--- src/rtl/sn_stream_decoder.sv ---
// Stochastic bitstream decoder: counts ones over a window of 2**WIN_LOG2 valid bits.
// Define SN_DEC_BIPOLAR_EN for a bipolar (2*ones - N) signed result; the default build is unipolar.
module sn_stream_decoder #(
  parameter int WIN_LOG2 = 3,
`ifdef SN_DEC_BIPOLAR_EN
  localparam int RES_W = WIN_LOG2 + 2
`else
  localparam int RES_W = WIN_LOG2 + 1
`endif
) (
  input  logic             clk,
  input  logic             rst_n,
  input  logic             start,
  input  logic             cont,
  input  logic             sn_bit,
  input  logic             sn_valid,
  output logic [RES_W-1:0] result,
  output logic             result_valid,
  input  logic             result_ready,
  output logic             busy,
  output logic             overrun
);

  localparam int N = 1 << WIN_LOG2;

  typedef enum logic {
    IDLE  = 1'b0,
    ACCUM = 1'b1
  } state_t;

  state_t              state;
  state_t              next_state;
  logic [WIN_LOG2-1:0] bit_cnt;
  logic [WIN_LOG2:0]   ones_cnt;
  logic [WIN_LOG2:0]   total;
  logic [RES_W-1:0]    total_res;
  logic                win_end;
  logic                slot_free;

  // The bit sampled on the closing cycle is folded into the total directly.
  assign total     = ones_cnt + {{WIN_LOG2{1'b0}}, sn_bit};
  assign win_end   = (state == ACCUM) && sn_valid && !start
                     && (bit_cnt == WIN_LOG2'(N - 1));
  assign slot_free = !result_valid || result_ready;
  assign busy      = (state == ACCUM);

`ifdef SN_DEC_BIPOLAR_EN
  // 2*ones fits in RES_W unsigned bits; subtracting N modulo 2**RES_W gives two's complement.
  assign total_res = {total, 1'b0} - RES_W'(N);
`else
  assign total_res = total;
`endif

  always_ff @(posedge clk or negedge rst_n) begin
    if (!rst_n) begin
      state <= IDLE;
    end else begin
      state <= next_state;
    end
  end

  always_comb begin
    next_state = state;
    if (start) begin
      next_state = ACCUM;
    end else if (win_end) begin
      next_state = cont ? ACCUM : IDLE;
    end
  end

  always_ff @(posedge clk or negedge rst_n) begin
    if (!rst_n) begin
      bit_cnt  <= '0;
      ones_cnt <= '0;
    end else if (start || win_end) begin
      bit_cnt  <= '0;
      ones_cnt <= '0;
    end else if (state == ACCUM && sn_valid) begin
      bit_cnt  <= bit_cnt + WIN_LOG2'(1);
      ones_cnt <= total;
    end
  end

  // Single-entry output slot; a window closing on a full slot is dropped and flagged.
  always_ff @(posedge clk or negedge rst_n) begin
    if (!rst_n) begin
      result       <= '0;
      result_valid <= 1'b0;
      overrun      <= 1'b0;
    end else begin
      if (win_end && slot_free) begin
        result       <= total_res;
        result_valid <= 1'b1;
      end else if (result_valid && result_ready) begin
        result_valid <= 1'b0;
      end

      if (start) begin
        overrun <= 1'b0;
      end else if (win_end && !slot_free) begin
        overrun <= 1'b1;
      end
    end
  end

endmodule
--- config.mk ---
export PLATFORM = sky130hd
export DESIGN_NAME = sn_stream_decoder
export DESIGN_NICKNAME = d
export VERILOG_FILES = /design/src/rtl/sn_stream_decoder.sv
export SDC_FILE = /design/constraint.sdc
export NUM_CORES = 1
export LEC_CHECK = 0
export CORE_AREA = 5 5 44 46
export CTS_CLUSTER_DIAMETER = 200
export DETAILED_ROUTE_END_ITERATION = 16
export DIE_AREA = 0 0 49 51
export HOLD_SLACK_MARGIN = 0.08
export PLACE_DENSITY = 0.72
export SYNTH_ARGS = -nofsm -noshare
export SYNTH_HDL_FRONTEND = slang
export SYNTH_SLANG_ARGS = --single-unit
--- constraint.sdc ---
create_clock -name clk -period 4.6 [get_ports clk]
set_clock_uncertainty 0.1 [all_clocks]
set_input_delay 1.38 -clock clk [delete_from_list [all_inputs] [get_ports clk]]
set_output_delay 1.38 -clock clk [all_outputs]
set_load 0.02 [all_outputs]
==> results of run 1 <==
layer usage:
layer | up-vias | share of wire [%] | global-route usage, %
li1 | 253 | - | -
met1 | 240 | 44 | 13.8
met2 | 12 | 48 | 19.6
met3 | 4 | 6.0 | 3.20
met4 | 0 | 2.2 | 8.07
met5 | - | 0 | 0
kinds of logic (layout without fill, tap and decap cells):
| logic type | after synthesis | in the layout |
|---|---|---|
| AOI/OAI and AO/OA | 10 | 10 |
| adders and majority gates | 4 | 4 |
| buffers and inverters | 4 | 17 |
| and+or+nand+nor | 25 | 25 |
| muxes | 4 | 4 |
| DFF | 14 | 14 |
| xor gates and xnor gates | 2 | 2 |
power groups by stage:
stage          logic [µW]  registers, µW  clock network, µW
2_1_floorplan        10.6            129                  0
3_3_place_gp         18.4            129                  0
3_5_place_dp         18.7            129                  0
4_1_cts              18.7            127               89.3
5_1_grt              20.5            127               98.2
6_report             18.3            127               91.8
stage by stage:
| step | area, µm² | power (µW) | std cells | utilization [%] |
|---|---|---|---|---|
| after floorplan | 713 | 140 | 63 | - |
| after global placement | 825 | 148 | 88 | 56.0 |
| after detailed placement | 825 | 148 | 88 | 56.0 |
| after CTS | 861 | 235 | 92 | 58.5 |
| after global routing | 861 | 246 | 92 | 58.5 |
| final | 861 | 237 | 92 | 58.5 |
area by class of cell:
class                           instances  share of cell area [%]
Multi-Input combinational cell         45                    37.6
Timing Repair Buffer                   13                    15.1
Tap cell                               16                    2.33
Sequential cell                        14                    40.7
Clock buffer                            4                    4.22
flip-flops by register name, summed over array words and instances, names as in the netlist:
register,count
overrun,1
busy,1
result,4
ones_cnt,4
bit_cnt,3
result_valid,1
cells in the final DEF, fill, tap and decap left out, drive strengths merged, types with 2 or more instances in the layout:
cell type,synthesis,routed
dfrtp,14,14
clkdlybuf4s50,0,13
nand2,9,9
nand4b,6,6
a21oi,6,6
mux2,4,4
ha,4,4
clkbuf,1,4
nand2b,3,3
nor2,2,2
final timing paths:
kind | start | cells after the start | to | slack [ns]
min in group asynchronous | rst_n | 1 | busy | 1.37
hold / removal | result[0] | 1 | result[0] | 0.41
max in group asynchronous | rst_n | 1 | ones_cnt[3] | 2.63
setup reg to reg | bit_cnt[0] | 5 | result[3] | 2.66
hold reg to reg | result[0] | 1 | result[0] | 0.41
setup / recovery | busy | 1 | busy | 1.58
==> results.md, run 1 <==
### Clock tree
* post_cts resized: 0
* quantity of hold-fixing buffers added after cts: 0
* number of CTS-inserted buffers: 3
* buffer levels on the longest clock path: 2
* worst skew pair latency: 0.29 ns
* TritonCTS clock tree: yes
* clock transition at the register clock pins on the worst setup and hold paths after CTS: 0.09 ns
* H-tree levels: 1
* number of buffers inserted by post-CTS setup repair: 0
* Root Buffer: sky130_fd_sc_hd__clkbuf_4
* number of clock sinks: 14

### Timing
* Sum Neg Setup Slack: 0 ns
* Period Utilization, post-route: 65.7%
* Hold Violations, Final: 0
* unrepaired setup endpoints after global routing: false
* pin slew with the least headroom to its limit: 0.613 ns
* hold slack: 0.410 ns
* max-slew violations: 0
* final critical-path required period: 3.02 ns
* Relative slew margins: 59.0%
* setup slack after layout: 1.58 ns
* Max Fclk: 0.331 GHz
* Setup-failing EPs final: 0

### Routing
* vias per std cell: 5.53
* vias post-DR: 509
* Post-Route WL: 1310 µm
* router iterations before antenna repair: 3
* First DRT Iteration DRCs: 10
* number of nets still failing antenna checks after routing: 0
* Remaining DRCs: 0
* average wire per cell in the routed design: 14.3 µm

### Critical path
* Setup crit start kind: flip-flop
* Crit Path Class: reg -> out
* CP required: 3.12 ns
* gate family responsible for the most delay along the worst path: buffers and inverters
* cell breakdown of the critical path: clkdlybuf4s50_1
* delay of the slowest critical-path stage: 0.68 ns
* CP bufs+invs: 1
* Max stage delay cell, worst path: sky130_fd_sc_hd__clkdlybuf4s50_1
* data arrival time of the worst path: 1.54 ns
* largest fanout on the critical path: 10
* type of element capturing the critical path: output port

### Synth
* net count after synthesis: 74
* Adder-Cell Fraction of Synth Area: 7.02%
* post-synthesis share of cell area spent on and, or, nand and nor gates: 21.6%
* count of unique library cells instantiated by Yosys: 22
* yosys warns: 0
* most area-consuming cells after synthesis: sky130_fd_sc_hd__dfrtp_1, sky130_fd_sc_hd__nand4b_1, sky130_fd_sc_hd__ha_1, sky130_fd_sc_hd__mux2_2, sky130_fd_sc_hd__buf_6
* Synth top cells by count: sky130_fd_sc_hd__dfrtp_1, sky130_fd_sc_hd__nand2_1, sky130_fd_sc_hd__a21oi_1, sky130_fd_sc_hd__nand4b_1
* share of synthesized area occupied by flip-flops and latches: 49.1%
* post-synthesis xor/xnor area fraction: 2.46%
* cell taking the most area after synthesis: sky130_fd_sc_hd__dfrtp_1
* netlist area before placement: 713 µm²
* count of flip-flops with a built-in enable after synthesis: 0
* Synth Area in Compound Gates: 8.07%
* syn avg cell area: 11.3 µm²
* share of Yosys cell area claimed by the top area cell type: 49.1%
* Post-synth top flop: sky130_fd_sc_hd__dfrtp_1
* largest family of logic cells by synthesized area: simple AND/OR/NAND/NOR gates
* total of flip-flops plus latches after synthesis: 14
* synthesized instance count: 63
* share of async-settable or async-resettable flops after synthesis: 100%
* count leader, synth: sky130_fd_sc_hd__dfrtp_1
* multiplexer share of the synthesized area: 6.32%

### Global routing
* number of antenna violations at the first check in global routing: 0
* first-pass GRT wire length: 2310 µm
* Total GRT Usage: 12.0%
* overflow left after global routing: 0
* pin count of the biggest net entering global routing: 15
* number of global-route vias before repair: 534

### Flow run
* max cap viols: 0

### Finish
* total of fill cells in the finished design: 143
* Inserted Diodes: 0
* share of cells above drive strength 1: 13.2%
* Reg area: 350 µm²
* layout overhead on the synthesized area: 20.7%
* multi-input combinational cell area: 324 µm²
* number of nets at the end of the flow: 88

### Power
* Sw Ratio: 23.0%
* sw power: 54.6 µW
* internal power summed over all cells: 182 µW
* Clock Power Share: 38.7%
* Pwr per Cell Area: 275 nW/µm²
* sequential share of power: 53.5%
* Leakage Power: 0.000383 µW
* maximum vdd ir drop: 0.192 mV
* combinational power share: 7.7%

### Place
* post-placement worst setup slack: 1.45 ns
* count of input and output buffers: 13
* half-perimeter wire length of the detailed placement result: 913 µm
* gpl congestion: 0.686

### Worst hold path
* worst min-delay path class: reg -> reg

### Die
* area of the die: 2500 µm²
* standard-cell row count: 14
* I/O pin count: 14
* die width: 49 µm
* vertical die dimension: 51 µm
* Initial Utilization: 48.5%
* area of the placeable core: 1470 µm²

### Status
* run status: finished clean

No activity file was read; power rests on OpenSTA's default activity.
==> run 2, diff against run 1 <==
--- a/config.mk
+++ b/config.mk
@@ -5,12 +5,12 @@
 export SDC_FILE = /design/constraint.sdc
 export NUM_CORES = 1
 export LEC_CHECK = 0
-export CORE_AREA = 5 5 44 46
+export CORE_AREA = 5 5 43 54
 export CTS_CLUSTER_DIAMETER = 200
 export DETAILED_ROUTE_END_ITERATION = 16
-export DIE_AREA = 0 0 49 51
+export DIE_AREA = 0 0 48 59
 export HOLD_SLACK_MARGIN = 0.08
-export PLACE_DENSITY = 0.72
+export PLACE_DENSITY = 0.65
 export SYNTH_ARGS = -nofsm -noshare
 export SYNTH_HDL_FRONTEND = slang
 export SYNTH_SLANG_ARGS = --single-unit
==> constraint.sdc (replaced) <==
create_clock -name clk -period 2.4 [get_ports clk]
set_clock_uncertainty 0.1 [all_clocks]
set_input_delay 0.72 -clock clk [delete_from_list [all_inputs] [get_ports clk]]
set_output_delay 0.72 -clock clk [all_outputs]
set_load 0.02 [all_outputs]
==> results.md, run 2 (same netlist as run 1, synthesis figures left out) <==
### Place
* count of input and output buffers: 13, unchanged
* cell count after placement: 95, +8.0%
* half-perimeter wire length of the detailed placement result: 1030 µm, +13%
* gpl congestion: 0.669, -2.4%

### Flow run
* max cap viols: 0, unchanged

### Critical path
* CP required: 1.58 ns, -1.54 ns
* Max stage delay cell, worst path: sky130_fd_sc_hd__clkdlybuf4s50_1
* slack of the worst reg-to-reg path: 0.42 ns, -2.24 ns
* critical register-to-register path startpoint: bit_cnt[0]
* Setup crit start kind: flip-flop
* CP bufs+invs: 1, unchanged
* type of element capturing the critical path: output port
* CP Launch Point: result[1]
* gate family responsible for the most delay along the worst path: buffers and inverters
* data arrival time of the worst path: 1.26 ns, -0.28 ns
* cell breakdown of the critical path: clkdlybuf4s50_1
* largest fanout on the critical path: 2, -8
* Crit Path Class: reg -> out
* delay of the slowest critical-path stage: 0.61 ns, -0.07 ns

### Status
* run status: finished clean

### Global routing
* number of antenna violations at the first check in global routing: 0, unchanged
* overflow left after global routing: 0, unchanged
* first-pass GRT wire length: 2350 µm, +1.8%
* pin count of the biggest net entering global routing: 15, unchanged
* number of global-route vias before repair: 496, -7.1%
* Total GRT Usage: 11.7%, -0.35 points

### Routing
* Remaining DRCs: 0, unchanged
* Post-Route WL: 1390 µm, +5.6%
* number of nets still failing antenna checks after routing: 0, unchanged
* vias post-DR: 528, +3.7%
* average wire per cell in the routed design: 14.0 µm, -1.8%
* First DRT Iteration DRCs: 9, -1
* router iterations before antenna repair: 4, +1
* vias per std cell: 5.33, -3.6%

### Finish
* largest registers: ones_cnt (4), result (4), bit_cnt (3)
* most common cell after layout, fill and taps aside: sky130_fd_sc_hd__dfrtp_1
* Inserted Diodes: 0, unchanged
* number of standard cells in the layout, taps in and fillers out: 99, +7.6%
* multi-input combinational cell area: 324 µm², unchanged
* layout overhead on the synthesized area: 25.4%
* commonest non-fill, non-tap cells in the layout: sky130_fd_sc_hd__dfrtp_1, sky130_fd_sc_hd__clkdlybuf4s50_1, sky130_fd_sc_hd__nand2_1, sky130_fd_sc_hd__nand4b_1, sky130_fd_sc_hd__a21oi_1
* final standard cell utilization of the core: 51.3%, -7.2 points
* Reg area: 350 µm², unchanged
* number of nets at the end of the flow: 92, +4.5%
* total of fill cells in the finished design: 163, +14%
* share of cells above drive strength 1: 17.5%, +4.3 points

### Timing
* Hold Violations, Final: 0, unchanged
* Sum Neg Setup Slack: 0 ns, unchanged
* pin slew with the least headroom to its limit: 0.349 ns, -0.265 ns
* Max Fclk: 0.482 GHz
* Period Utilization, post-route: 86.5%
* Relative slew margins: 76.7%, +18 points
* max-slew violations: 0, unchanged
* Setup-failing EPs final: 0, unchanged
* final critical-path required period: 2.08 ns
* unrepaired setup endpoints after global routing: false

### Die
* area of the placeable core: 1740 µm², +19%
* area of the die: 2830 µm², +13%
* standard-cell row count: 17, +3
* I/O pin count: 14, unchanged
* die width: 48 µm, -2.0%
* Initial Utilization: 40.9%, -7.6 points
* vertical die dimension: 59 µm, +16%

### Clock tree
* post_cts resized: 0, unchanged
* worst skew pair latency: 0.29 ns, about the same
* Root Buffer: sky130_fd_sc_hd__clkbuf_4
* number of buffers inserted by post-CTS setup repair: 0, unchanged
* clock transition at the register clock pins on the worst setup and hold paths after CTS: 0.08 ns, about the same
* H-tree levels: 1, unchanged
* number of CTS-inserted buffers: 3, unchanged
* buffer levels on the longest clock path: 2, unchanged
* quantity of hold-fixing buffers added after cts: 0, unchanged
* number of clock sinks: 14, unchanged
* TritonCTS clock tree: yes

### Worst hold path
* worst min-delay path class: reg -> reg
* source of the worst hold timing path: result[0]

### Power
* Pwr per Cell Area: 511 nW/µm², +86%
* Leakage Power: 0.000402 µW, +4.8%
* maximum vdd ir drop: 0.405 mV, +110%

==> run 2: cell types whose count changed in the layout (fill, tap and decap cells not counted), sizes merged <==
cell  delta
buf      +4
==> run 2: metrics by stage <==
| step | power [µW] | setup slack [ns] | hold WS, ns | instance area, µm² |
|---|---|---|---|---|
| 2_1_floorplan | 267 | 0.586 | 0.324 | 713 |
| 3_3_place_gp | 287 | 0.134 | 0.392 | 858 |
| 3_5_place_dp | 288 | 0.119 | 0.394 | 858 |
| 4_1_cts | 460 | 0.316 | 0.419 | 895 |
| 5_1_grt | 476 | 0.269 | 0.448 | 895 |
| 6_report | 457 | 0.324 | 0.415 | 895 |
==> run 2: power breakdown <==
| part | total, µW | switching (µW) | internal, µW |
|---|---|---|---|
| combinational | 39.9 | 19.7 | 20.3 |
| sequential | 243 | 2.99 | 240 |
| clock | 174 | 81.7 | 92.4 |
==> run 2: path summary, 6_finish.rpt <==
check	endpoint	cells past startpoint
worst min register to register	result[0]	1
min in group asynchronous	bit_cnt[0]	2
worst min-delay path	result[0]	1
max in group asynchronous	result[1]	2
worst max-delay path	result[1]	1
worst max register to register	result[1]	5
==> run 2: cell type report <==
type | instances | share of cell area (%)
Multi-Input combinational cell | 45 | 36.2
Timing Repair Buffer | 17 | 17.9
Sequential cell | 14 | 39.2
Tap cell | 19 | 2.66
Clock buffer | 4 | 4.06
==> run 2: layer usage <==
metal / up-vias / share of wire (%) / global-route usage (%)
met5: - / 0 / 0
met4: 0 / 1.7 / 5.77
met2: 6 / 48 / 16.3
met3: 4 / 3.7 / 3.04
li1: 261 / - / -
met1: 257 / 46 / 16.3
==> patch 1, RTL diff (flow settings as in run 1) <==
Set the parameter `WIN_LOG2` to 4 (it was 3).
--- a/src/rtl/sn_stream_decoder.sv
+++ b/src/rtl/sn_stream_decoder.sv
@@ -2,5 +2,5 @@
 // Define SN_DEC_BIPOLAR_EN for a bipolar (2*ones - N) signed result; the default build is unipolar.
 module sn_stream_decoder #(
-  parameter int WIN_LOG2 = 3,
+  parameter int WIN_LOG2 = 4,
 `ifdef SN_DEC_BIPOLAR_EN
   localparam int RES_W = WIN_LOG2 + 2
Interface: changed (resized result); port bits go from 14 to 15. The function was not compared with the original's and may differ.
==> patch 1 against run 1 <==
Sequential cell count rose by 3. Via count rose by 4.7%. First-iteration DRC count shrank 50%. Worst setup slack better by 0.18 ns. Total power is 6.5% higher. Final area is 10% higher. Synthesized area up 7.7%. Wire length rose by 7.8%. Sequential power rose by 21%. Largest power group unchanged. Largest cell class unchanged. Global-route usage up 0.57 points. Clock power shrank 14%. Non-clock buffer count is 1 higher.
==> patch 1: results (changes against run 1) <==
- First-pass GRT wire length: 2.42 mm (+4.5%)
- Crit-path max FO: 5 (-5)
- Top flop regs: ones_cnt x5, result x5, bit_cnt x4
- Peak supply drop: 218 µV (+14%)
- Largest net degree at the start of global routing: 18 (+3)
- Status: completed
- Synthesized Nets: 70 (-5.4%)
- Leakage power: 0.433 nW (+13%)
- Power Clock: 0.0790 mW (-14%)
- RR Endpoint: result[4]
- WL met3: 93 µm (+18%)
- WL per Instance: 15.2 µm (+6.6%)
- Buffers on Ports: 14 (+1)
- R2R Setup Slk: 2.75 ns (+0.09 ns)
- Net Sw Power: 0.0589 mW (+7.9%)
- Initial DRC count: 5 (-5)
- Fillers: 114 (-20%)
- Met1 wire length: 618 µm (+8.0%)
- Vias in the first global route: 527 (-1.3%)
- DRT Pass-1 Iters: 4 (+1)
- Slew HR: 0.507 (-0.0828)
- R2R cell count: 4 (-1)
- Share of cells above drive strength 1: 0.156 (+0.0243)
- Cell family with most CP delay: simple AND/OR/NAND/NOR gates
- Kind of critical path: in2reg
- Met1 Use GR: 0.154 (+0.0156)
- Routing usage on met3: 0.0291 (-0.00291)
- Worst Path Arrival: 2.93 ns (+1.39 ns)
- Post-place setup slack: 1.44 ns (-0.00513 ns)
- Internal power: 0.194 mW (+6.1%)
- GR Layer Usage met2: 0.213 (+0.0174)
- Via-to-Cell Ratio: 5.73 (+3.6%)
- Combinational cell power: 0.0193 mW (+5%)
- Total wire length: 1.41 mm (+7.8%)
- Syn Area/Cell: 12.8 µm² (+13%)
- Final GP Congestion: 0.695 (+1.3%)
==> patch 1: metrics by stage <==
stage / area (µm²) / hold slack [ns]
after global routing: 951 / 0.439
after global placement: 923 / 0.393
after CTS: 951 / 0.422
after floorplan: 768 / 0.377
after detailed placement: 923 / 0.398
final: 951 / 0.419
==> patch 1: final cells by class <==
type / count / area, µm² / share of cell area
Sequential cell: 17 / 425 / 0.447
Multi-Input combinational cell: 40 / 330 / 0.347
Timing Repair Buffer: 14 / 140 / 0.147
Clock buffer: 3 / 22.5 / 0.0237
Tap cell: 16 / 20.0 / 0.0211
Inverter: 2 / 7.51 / 0.00789
Clock inverter: 1 / 5.00 / 0.00526
==> patch 1: logic make-up after synthesis <==
| family | count (synthesis) | synth area share |
|---|---|---|
| flops | 17 | 0.554 |
| compound gates | 14 | 0.138 |
| simple gates | 13 | 0.109 |
| mux | 6 | 0.0879 |
| xor+xnor | 4 | 0.0456 |
| buf+inv | 3 | 0.0163 |
| fa+ha+maj | 3 | 0.0489 |
==> patch 2, RTL diff (settings of run 1) <==
Made on the original files. Put one more register stage on the output `overrun`, with the module's reset. The value now appears one clock later. The other outputs are not delayed to match.
--- a/src/rtl/sn_stream_decoder.sv
+++ b/src/rtl/sn_stream_decoder.sv
@@ -28,4 +28,6 @@
     ACCUM = 1'b1
   } state_t;
+
+  logic overrun_s0;
 
   state_t              state;
@@ -87,5 +89,5 @@
       result       <= '0;
       result_valid <= 1'b0;
-      overrun      <= 1'b0;
+      overrun_s0   <= 1'b0;
     end else begin
       if (win_end && slot_free) begin
@@ -97,10 +99,18 @@
 
       if (start) begin
-        overrun <= 1'b0;
+        overrun_s0 <= 1'b0;
       end else if (win_end && !slot_free) begin
-        overrun <= 1'b1;
+        overrun_s0 <= 1'b1;
       end
     end
   end
 
+  always_ff @(posedge clk or negedge rst_n) begin
+    if (!rst_n) begin
+      overrun <= '0;
+    end else begin
+      overrun <= overrun_s0;
+    end
+  end
+
 endmodule
Check against the original RTL: same outputs for any inputs over 10 cycles, from zero or initial values and one cycle with rst_n low; that may be too few to reach the edited logic, so the function may still have changed.
==> patch 2 against run 1 <==
Die area stayed put. Final area is 1.7% higher. Via count is 2.4% higher. Wire length is 5.6% higher. Total power is 3.2% lower. Worst setup slack worse by 0.028 ns. Synthesized area is 3.5% higher. Sequential cell count is 1 higher. Clock power is 18% lower.
==> patch 2: results (changes against run 1) <==
- Status: completed
- Top flop regs: ones_cnt x4, result x4, bit_cnt x3
- Post-synthesis mux area share: 0.0610 (-0.00214)
- Buffers on Ports: 13 (unchanged)
- Leakage power: 0.392 nW (+2.1%)
- Antenna violations before repair: 0 (unchanged)
- Netlist cell types: 22 (unchanged)
- H-Tree Depth: 1 (unchanged)
- Leading area contributor after synthesis: dfrtp_1
- Hold Startpoint: overrun_s0
- Peak supply drop: 155 µV (-20%)
- Register area share after synthesis: 0.508 (+0.0172)
- Top cells by area, synth: dfrtp_1, nand4b_1, ha_1
- Synthesized Nets: 75 (+1.4%)
- RR Endpoint: result[0]
- Routed via count: 521 (+2.4%)
- Placed Cells: 89 (+1.1%)
- Crit-path max FO: 10 (unchanged)
- GRT Residual Overflow: 0 (unchanged)
- Via-to-Cell Ratio: 5.60 (+1.3%)
- Clk pin slew, worst setup/hold paths: 0.09 ns (about the same)
- Min-Delay Endpoint: overrun
- Net Sw Power: 0.0531 mW (-2.7%)
- Synth Area in Compound Gates: 0.0780 (-0.00274)
- Root buf cell: clkbuf_4
- Worst Path Arrival: 1.57 ns (+0.03 ns)
- Async SR Flop Fraction: 1.00 (unchanged)
- N_diodes: 0 (unchanged)
- R2R Path Start: bit_cnt[0]
- Fillers: 136 (-4.9%)
- First-pass GRT wire length: 2.35 mm (+1.5%)
- Cell family with most CP delay: buffers and inverters
- Adder-Cell Fraction of Synth Area: 0.0678 (-0.00238)
- XOR/XNOR share of the synthesized area: 0.0237 (-0.000833)
- Slowest stage cell, crit path: clkdlybuf4s50_1
- Yosys warnings: 0 (unchanged)
- DRT Pass-1 Iters: 4 (+1)
- Slew @ Worst Pin: 0.643 ns (+0.0295 ns)
- Vias in the first global route: 494 (-7.5%)
- Largest net degree at the start of global routing: 16 (+1)
- Hold Path Stages: 0 (-1)
- Clock Tree Buf Depth: 2 (unchanged)
- Total GRT Usage: 0.121 (+0.000914)
- Share of cells above drive strength 1: 0.117 (-0.0147)
- Clk_lat worst skew: ~0.28 ns
- Initial DRC count: 2 (-8)
- Top cells by count, synth: dfrtp_1, nand2_1, a21oi_1, nand4b_1
- CTS buffer count: 3 (unchanged)
- R2R Setup Slk: 2.63 ns (-0.03 ns)
- Crit-path max cell delay: just under 0.7 ns
- HP Class: reg2reg
- Final GP Congestion: 0.663 (-3.4%)
- Hold Slack: 0.288 ns (-0.122 ns)
- Total wire length: 1.38 mm (+5.6%)
- Syn Area/Cell: 11.5 µm² (+1.9%)
- # resized after CTS: 0 (unchanged)
- Detailed placer's ending HPWL: 987 µm (+8.1%)
## patch 2: cell types whose count changed after synthesis, sizes merged
cell    delta
dfrtp      +1
buf        +1
clkbuf     -1
## patch 2: how the worst max path moves through the flow
stage | from | end | slack [ns] | depth (start not counted)
CTS | busy | busy | 1.57 | 1
floorplan | start | result[0] | 2.13 | 4
global route | busy | busy | 1.50 | 1
global placement | sn_valid | result[2] | 1.46 | 4
finish | busy | busy | 1.55 | 1
detailed placement | sn_valid | result[3] | 1.42 | 4
## patch 2: layout make-up
class / count / area share
clock buffers: 4 / 0.0300
well taps: 16 / 0.0229
flip-flops and latches: 15 / 0.429
repair buffers: 13 / 0.149
multi-input cells: 45 / 0.370
## patch 2: logic make-up after synthesis
| family | count (synthesis) |
|---|---|
| mux | 4 |
| flops | 15 |
| simple gates | 25 |
| buf+inv | 4 |
| fa+ha+maj | 4 |
| compound gates | 10 |
| xor+xnor | 2 |
## patch 2: per-layer routing
metal  track usage  vias to the layer above  wire (µm)
li1              -                      255          -
met1         0.167                      258        649
met2         0.178                        6        677
met3        0.0233                        2         53
met4        0.0673                        0          4
met5             0                        -          0
## patch 2: per-stage QoR
stage               utilization  setup slack (ns)  cell area, µm²
detailed placement        0.577              1.42             850
finish                    0.595              1.55             876
global route              0.595              1.50             876
floorplan                     -              2.13             738
global placement          0.577              1.46             850
CTS                       0.595              1.57             876
## patch 2: power groups by stage
| stage | Clock (mW) | Combinational [mW] | Sequential, mW |
|---|---|---|---|
| finish | 0.0755 | 0.0184 | 0.136 |
| global route | 0.0844 | 0.0210 | 0.136 |
| CTS | 0.0767 | 0.0187 | 0.136 |
| detailed placement | 0 | 0.0187 | 0.138 |
| global placement | 0 | 0.0184 | 0.138 |
| floorplan | 0 | 0.0104 | 0.138 |
